$ cat src/rtl/mem_test_pkg.sv
// mem_test_pkg: shared types and the walking-bit pattern used by both writer and read-back checker
package mem_test_pkg;
  typedef enum logic {MODE_WALK_ONES = 1'b0, MODE_WALK_ZEROS = 1'b1} mode_e;
  typedef enum logic [1:0] {S_IDLE, S_WRITE, S_DONE} state_e;
  // Callers truncate to their data width; bit_idx must stay below that width.
  function automatic logic [63:0] pattern(input logic [5:0] bit_idx, input mode_e mode);
    logic [63:0] one_hot;
    one_hot = 64'd1 << bit_idx;
    return mode == MODE_WALK_ZEROS ? ~one_hot : one_hot;
  endfunction
endpackage

$ cat src/rtl/comparator.sv
// comparator: unsigned equality, less-than and zero flags for two operands
module comparator #(
  parameter int p_WIDTH = 8
) (
  input  logic [p_WIDTH-1:0] i_DIN0,
  input  logic [p_WIDTH-1:0] i_DIN1,
  output logic               o_EQUAL,
  output logic               o_LESS,
  output logic               o_ZERO
);
  assign o_EQUAL = i_DIN0 == i_DIN1;
  assign o_LESS  = i_DIN0 < i_DIN1;
  assign o_ZERO  = i_DIN0 == '0;
endmodule

$ cat src/rtl/mem_pattern_writer.sv
// mem_pattern_writer: writes a walking-ones/zeros pattern to addresses 0..last over a valid/ready port
module mem_pattern_writer
  import mem_test_pkg::*;
#(
  parameter int p_ADDR_WIDTH = 8,
  parameter int p_DATA_WIDTH = 8
) (
  input  logic                    i_CLK,
  input  logic                    i_RST,
  input  logic                    i_START,
  input  logic                    i_MODE,
  input  logic [p_ADDR_WIDTH-1:0] i_ADDR_LAST,
  input  logic                    i_READY,
  output logic                    o_WE,
  output logic [p_ADDR_WIDTH-1:0] o_ADDR,
  output logic [p_DATA_WIDTH-1:0] o_DATA,
  output logic                    o_BUSY,
  output logic                    o_DONE
);
  localparam int BW = p_DATA_WIDTH > 1 ? $clog2(p_DATA_WIDTH) : 1;
  state_e                  state_q, state_d;
  mode_e                   mode_q, mode_d;
  logic [p_ADDR_WIDTH-1:0] last_q, last_d, addr_q, addr_d;
  logic [BW-1:0]           bit_q, bit_d, bit_nx;
  logic [p_DATA_WIDTH-1:0] data_q, data_d;
  logic                    at_last, cmp_unused_less, cmp_unused_zero;

  comparator #(.p_WIDTH(p_ADDR_WIDTH)) u_cmp (
    .i_DIN0 (addr_q),
    .i_DIN1 (last_q),
    .o_EQUAL(at_last),
    .o_LESS (cmp_unused_less),
    .o_ZERO (cmp_unused_zero)
  );

  // Bit index tracks address mod data width without a divider.
  assign bit_nx = bit_q == BW'(p_DATA_WIDTH - 1) ? '0 : bit_q + 1'b1;

  always_comb begin
    state_d = state_q;
    mode_d  = mode_q;
    last_d  = last_q;
    addr_d  = addr_q;
    bit_d   = bit_q;
    data_d  = data_q;
    unique case (state_q)
      S_IDLE: if (i_START) begin
        state_d = S_WRITE;
        mode_d  = mode_e'(i_MODE);
        last_d  = i_ADDR_LAST;
        addr_d  = '0;
        bit_d   = '0;
        data_d  = p_DATA_WIDTH'(pattern(6'd0, mode_e'(i_MODE)));
      end
      S_WRITE: if (i_READY) begin
        if (at_last) state_d = S_DONE;
        else begin
          addr_d = addr_q + 1'b1;
          bit_d  = bit_nx;
          data_d = p_DATA_WIDTH'(pattern(6'(bit_nx), mode_q));
        end
      end
      S_DONE:  state_d = S_IDLE;
      default: state_d = S_IDLE;
    endcase
  end

  always_ff @(posedge i_CLK) begin
    if (i_RST) begin
      state_q <= S_IDLE;
      mode_q  <= MODE_WALK_ONES;
      last_q  <= '0;
      addr_q  <= '0;
      bit_q   <= '0;
      data_q  <= '0;
    end else begin
      state_q <= state_d;
      mode_q  <= mode_d;
      last_q  <= last_d;
      addr_q  <= addr_d;
      bit_q   <= bit_d;
      data_q  <= data_d;
    end
  end

  assign o_WE   = state_q == S_WRITE;
  assign o_BUSY = state_q == S_WRITE;
  assign o_DONE = state_q == S_DONE;
  assign o_ADDR = addr_q;
  assign o_DATA = data_q;
endmodule

$ cat config.mk
export PLATFORM = sky130hd
export DESIGN_NAME = mem_pattern_writer
export DESIGN_NICKNAME = d
export VERILOG_FILES = /design/src/rtl/mem_test_pkg.sv /design/src/rtl/comparator.sv /design/src/rtl/mem_pattern_writer.sv
export SDC_FILE = /design/constraint.sdc
export NUM_CORES = 1
export LEC_CHECK = 0
export BUFFER_PORTS_ARGS = -buffer_cell sky130_fd_sc_hd__buf_2
export CORE_UTILIZATION = 50
export DETAILED_ROUTE_END_ITERATION = 7
export GPL_TIMING_DRIVEN = 0
export PLACE_DENSITY = 0.73
export SETUP_SLACK_MARGIN = 0.1
export SYNTH_ARGS = -nofsm -noshare
export SYNTH_HDL_FRONTEND = slang
export SYNTH_SLANG_ARGS = --single-unit
$ cat constraint.sdc
create_clock -name i_CLK -period 2 [get_ports i_CLK]
set_input_delay 0 -clock i_CLK [delete_from_list [all_inputs] [get_ports i_CLK]]
set_output_delay 0 -clock i_CLK [all_outputs]
set_load 0.01 [all_outputs]
Yosys cells after proc, flatten, opt, wreduce, memory -nomap -nowiden
Cells that the tools add are included.
- register bits after elaboration: 30
- output and inout port bits: 19
- word-level logic and storage cells: 42
- shift operators: 1
- bitwise operators: 1
- add/subtract/negate cells: 2
- reductions and logical operators: 5
- equal/unequal tests: 8
- mux-type cells: 19
- operator list (kind ; count):
    two-way mux 8 bit ; 8
    case mux 8 bit (2 select lines) ; 2
    two-way mux 3 bit ; 4
    adder 8 x 1 -> 8 bit (second input constant) ; 1
    == test 8 bit ; 1
    NOT 8 bit ; 1
    left shift 1 x 3 -> 8 bit (first input constant) ; 1
    two-way mux 2 bit ; 3
    != test 2 bit (second input constant) ; 3
    case mux 3 bit (2 select lines) ; 1
    case mux 2 bit (2 select lines) ; 1
    AND reduction 4 bit ; 1
    adder 3 x 1 -> 3 bit (second input constant) ; 1
    == test 3 bit (second input constant) ; 1
    AND reduction 3 bit ; 1
    == test 2 x 1 -> 1 bit (second input constant) ; 1
    == test 2 bit (second input constant) ; 1
    logical NOT 2 bit ; 1
    != test 2 x 1 -> 1 bit (second input constant) ; 1
    AND reduction 2 bit ; 1
    nonzero test 2 bit ; 1

Logic depth before layout (Yosys ltp)
- word-level depth: 8
- mapped depth: 8
- gate-level depth less buffers: 7

Hierarchy
From an unflattened synthesis, not the netlist that was laid out.
- cell total of the unflattened synthesis: 198
- area, all modules: 1606.5 µm²
- by module, submodules not included (module ; instances ; area each (µm²) ; cells each):
    mem_pattern_writer ; 1 ; 1393.8 ; 167
    comparator ; 1 ; 212.7 ; 31

Worst setup path before layout
No wires, ideal clock.
- path type: register -> register
- from: register addr_q[2] (netlist: o_ADDR[2])
- to: register addr_q[7] (netlist: o_ADDR[7])
- arrival: 1.646 ns
- buffers on the path: 0
- setup time: 0.087 ns
- path slack: 0.267 ns
- data required time: 1.913 ns
- cell stages (with the launch flop): 6
- cells stage by stage: dfxtp_1 xor2_1 nor4_4 a211oi_2 a2111o_1 o31ai_1
- word-level cells in the longest chain between the ends: 4
- RTL lines (element ; RTL line ; RTL):
    start: declaration ; mem_pattern_writer.sv:23 ; logic [p_ADDR_WIDTH-1:0] last_q, last_d, addr_q, addr_d;
    start signal: assignment ; mem_pattern_writer.sv:80 ; addr_q <= addr_d;
    adder 8 x 1 -> 8 bit ; mem_pattern_writer.sv:58 ; addr_d = addr_q + 1'b1;
    two-way mux 8 bit ; mem_pattern_writer.sv:56 ; if (at_last) state_d = S_DONE;
    two-way mux 8 bit ; mem_pattern_writer.sv:55 ; S_WRITE: if (i_READY) begin
    case mux 8 bit (2 select lines) ; mem_pattern_writer.sv:46 ; unique case (state_q)
Several ways; a longest one is shown, not always the timed one. The select of a mux whose other input is x is not followed.
A chain may end at the register's enable or synchronous reset.

Final worst setup path
- from: register addr_q[2] (netlist: o_ADDR[2])
- to: register addr_q[5] (netlist: o_ADDR[5])
Same word-level chain as after synthesis.

==> metrics.cfg <==
[timing]
slew_viol_final=0
clock-skew-final_ns=0.006050
setup_tns_ns=0
grt_setup_unrepaired=yes
timing.final.setup_violations=0
finalCritPeriodShare=0.9192
fmax_mhz=544.0
hold_viol_final=0
final.min_clock_period_ns=1.838
max-slew-margin-rel=0.6272
finalHoldWorstSlack_ns=0.004595
least_margin_pin_slew_ns=0.5592

[synth]
synthMuxAreaShare=0.1219
post_synthesis_compound_gate_area_fraction=0.1160
avg_cell_area_syn_um2=8.999
synth_common_cells=dfxtp_1 (30), nor2_1 (22), mux2i_1 (19)
post_synth_fa_ha_maj_area_fraction=0.05204
netlist_area_mm2=0.001683
post-synth-top-area-cell=dfxtp_1
synth_enable_flop_cells=0
synthMostInstantiatedCell=dfxtp_1
synth_seq_cells=30
async_flop_share=0
post_synth_main_area_contributors=dfxtp_1 (36%), mux2i_1 (11%), xor2_1 (6.2%)
synth_largest_type_area_fraction=0.3569
synth_nets=207
synth.distinct_cells=35
synth-simple-area-share=0.2260
synthCells=187
synth.yosys.warnings=0
synth_top_family_by_area=simple AND/OR/NAND/NOR gates
synth_xor_area_frac=0.08327
ys_seq_area_frac=0.3569
dominant_synthesized_flop_cell=dfxtp_1

[routing]
route.final.wire_length_um=3989
num_vias=1513
drcViolationCount=0
wirelength_met1_um=1577
detailedRoute.firstIterationViolations=74
drt_pass1_iterations=4
post_drt_via_cell_ratio=5.365
top_metal_used=met4
wire_per_inst_um=14.15
antenna_violating_nets_post_route=0
met3_layer_wire_length_in_the_routed_design_um=250
met2_wirelength_um=2060

[worst_setup_path]
critPathMaxFanout=8
worst_r2r_path_depth=6
max_stage_delay_ns=0.43
crit_path_max_delay_family=flip-flops
arrival_ns=2.11
criticalPathCategory=reg -> reg
crit_cells=6
critical_path.slowest_cell=dfxtp_2
cp.required_ns=2.27
timing.critical_path.to_type=flip-flop
start_kind=flip-flop
cp_cell_sequence=xor2_1, nor4_4, buf_4, a211oi_4, mux2_4, a21oi_2
cp.buffers_inverters=1

[final_layout]
final_standard_cell_utilization_of_the_core=0.6744
fin_cells=282
post_route_standard_cell_area_excluding_fillers_mm2=0.002110
antennaDiodeCount=0
area_occupied_by_registers_um2=603.1
multi_input_logic_area_mm2=0.001026
nets=257
drive_above_1_share=0.2521
fillCellCount=258
syn_to_final_growth_pct=25.35

[cts]
clkSinkCount=30
cts_made_buffers=5
clock_network_latency_to_the_later_pin_of_the_worst_skew_pair_ns=0.34
worst_setup_hold_path_clk_slew_ns=0.10
tritoncts=yes
cts-htree-levels=2
cts.path.max_buffers=2
cts.root.buffer_cell=clkbuf_4

[floorplanning]
design.core.area_mm2=0.003128
total_die_area_mm2=0.003602
boundaryPins=32
rows=20
chipWidth_um=60.02
die_h_um=60.02
initial_core_utilization=0.5380

[place]
post-place-cells=262
finalWeightedCongestion=0.8296
placement.cell_area_mm2=0.001893
number_of_buffers_added_on_ports=31
place.detailed.hpwl_um=2774

[global_route]
grt_use_total=0.2588
pin_count_of_the_biggest_net_entering_global_routing=12
overflow_left_after_global_routing=0
number_of_antenna_violations_at_the_first_check_in_global_routing=0
grt_pass1_vias=1461
grt_first_pass_wirelength_um=6768

[pwr]
worst_ir_drop_vdd_uv=510.7
powerDensity_mw_per_mm2=701.9
power.static_leakage_uw=0.0009278

[min_path]
holdPathStages=3
hold_path.class=in -> reg

[job]
max_cap_violations=0

[run_status]
outcome=complete, no violations

==> per-stage QoR <==
step	setup WS [ns]	power [uW]
after CTS	0.1107	1463
final	0.1617	1481
after detailed placement	0.04435	995.9
after floorplan	0.2666	907.2
after global placement	0.1387	983.7
after global routing	0.09140	1554
==> area by class of cell <==
type                       instances  area share
buffer                            11     0.02847
clock buffer                       8     0.03737
inverter                           3    0.005338
multi-input combinational        142      0.4864
sequential                        30      0.2859
tap                               44     0.02610
timing repair buffer              44      0.1305
==> power breakdown <==
| group | switching, uW | internal [uW] | leakage [uW] |
|---|---|---|---|
| registers | 24.6 | 635 | 0.000246 |
| clock network | 217 | 240 | 0.0000446 |
| logic | 199 | 165 | 0.000637 |
| total | 441 | 1040 | 0.000928 |
==> layer usage <==
layer | global-route usage | vias up
li1 | - | 735
met3 | 0.06710 | 11
met1 | 0.3040 | 710
met4 | 0.1130 | 0
met5 | 0 | -
met2 | 0.4413 | 57
==> worst reg2reg max path, delay by kind of cell, from the launching register on <==
family                    cells  cell delay (ns)
AOI/OAI and AO/OA             2             0.43
buffers and inverters         1             0.18
and+or+nand+nor               1             0.09
xor gates and xnor gates      1             0.31
muxes                         1             0.34
DFF                           1             0.43
==> sequential cells by signal (all words and copies together) (netlist names) <==
signal and flops:
last_q 8, o_ADDR 8, o_DATA 8, bit_q 3
state_q 2, mode_q 1
==> what timing repair did <==
item,CTS,global route
gates resized for setup,0,7
endpoints found under the hold margin,9,0
setup endpoints to repair,12,18
buffers inserted,0,4
hold buffers,9,0
pin swaps,1,2
==> layout by cell type, fill, tap and decap left out, types with 2 or more instances in the layout <==
| cell | count |
|---|---|
| a21o_1 | 2 |
| a21oi_1 | 16 |
| a31oi_1 | 3 |
| buf_2 | 33 |
| buf_4 | 6 |
| clkbuf_1 | 5 |
| clkbuf_4 | 5 |
| clkbuf_8 | 3 |
| dfxtp_1 | 28 |
| dfxtp_2 | 2 |
| dlygate4sd3_1 | 9 |
| ha_1 | 6 |
| inv_1 | 3 |
| mux2i_1 | 19 |
| nand2_1 | 16 |
| nand2b_1 | 4 |
| nand3_1 | 7 |
| nand3b_1 | 4 |
| nand4b_1 | 2 |
| nor2_1 | 22 |
| nor2b_1 | 7 |
| nor4_1 | 2 |
| nor4_4 | 2 |
| xnor2_1 | 4 |
| xor2_1 | 11 |
==> cells by family (layout without fill, tap and decap cells) <==
group / count (synthesis) / in the layout
and+or+nand+nor: 71 / 71
AOI/OAI and AO/OA: 28 / 28
xor gates and xnor gates: 16 / 16
buffers and inverters: 15 / 66
muxes: 20 / 20
adders and majority gates: 7 / 7
DFF: 30 / 30
==> path summary, 6_finish.rpt <==
kind | start | end | slack, ns
min | i_RST | o_ADDR[7] | 0.005
min reg2reg | bit_q[2] | bit_q[2] | 0.48
max reg2reg | o_ADDR[2] | o_ADDR[5] | 0.16
max | o_ADDR[2] | o_ADDR[5] | 0.16
(Power assumes the default switching activity.)
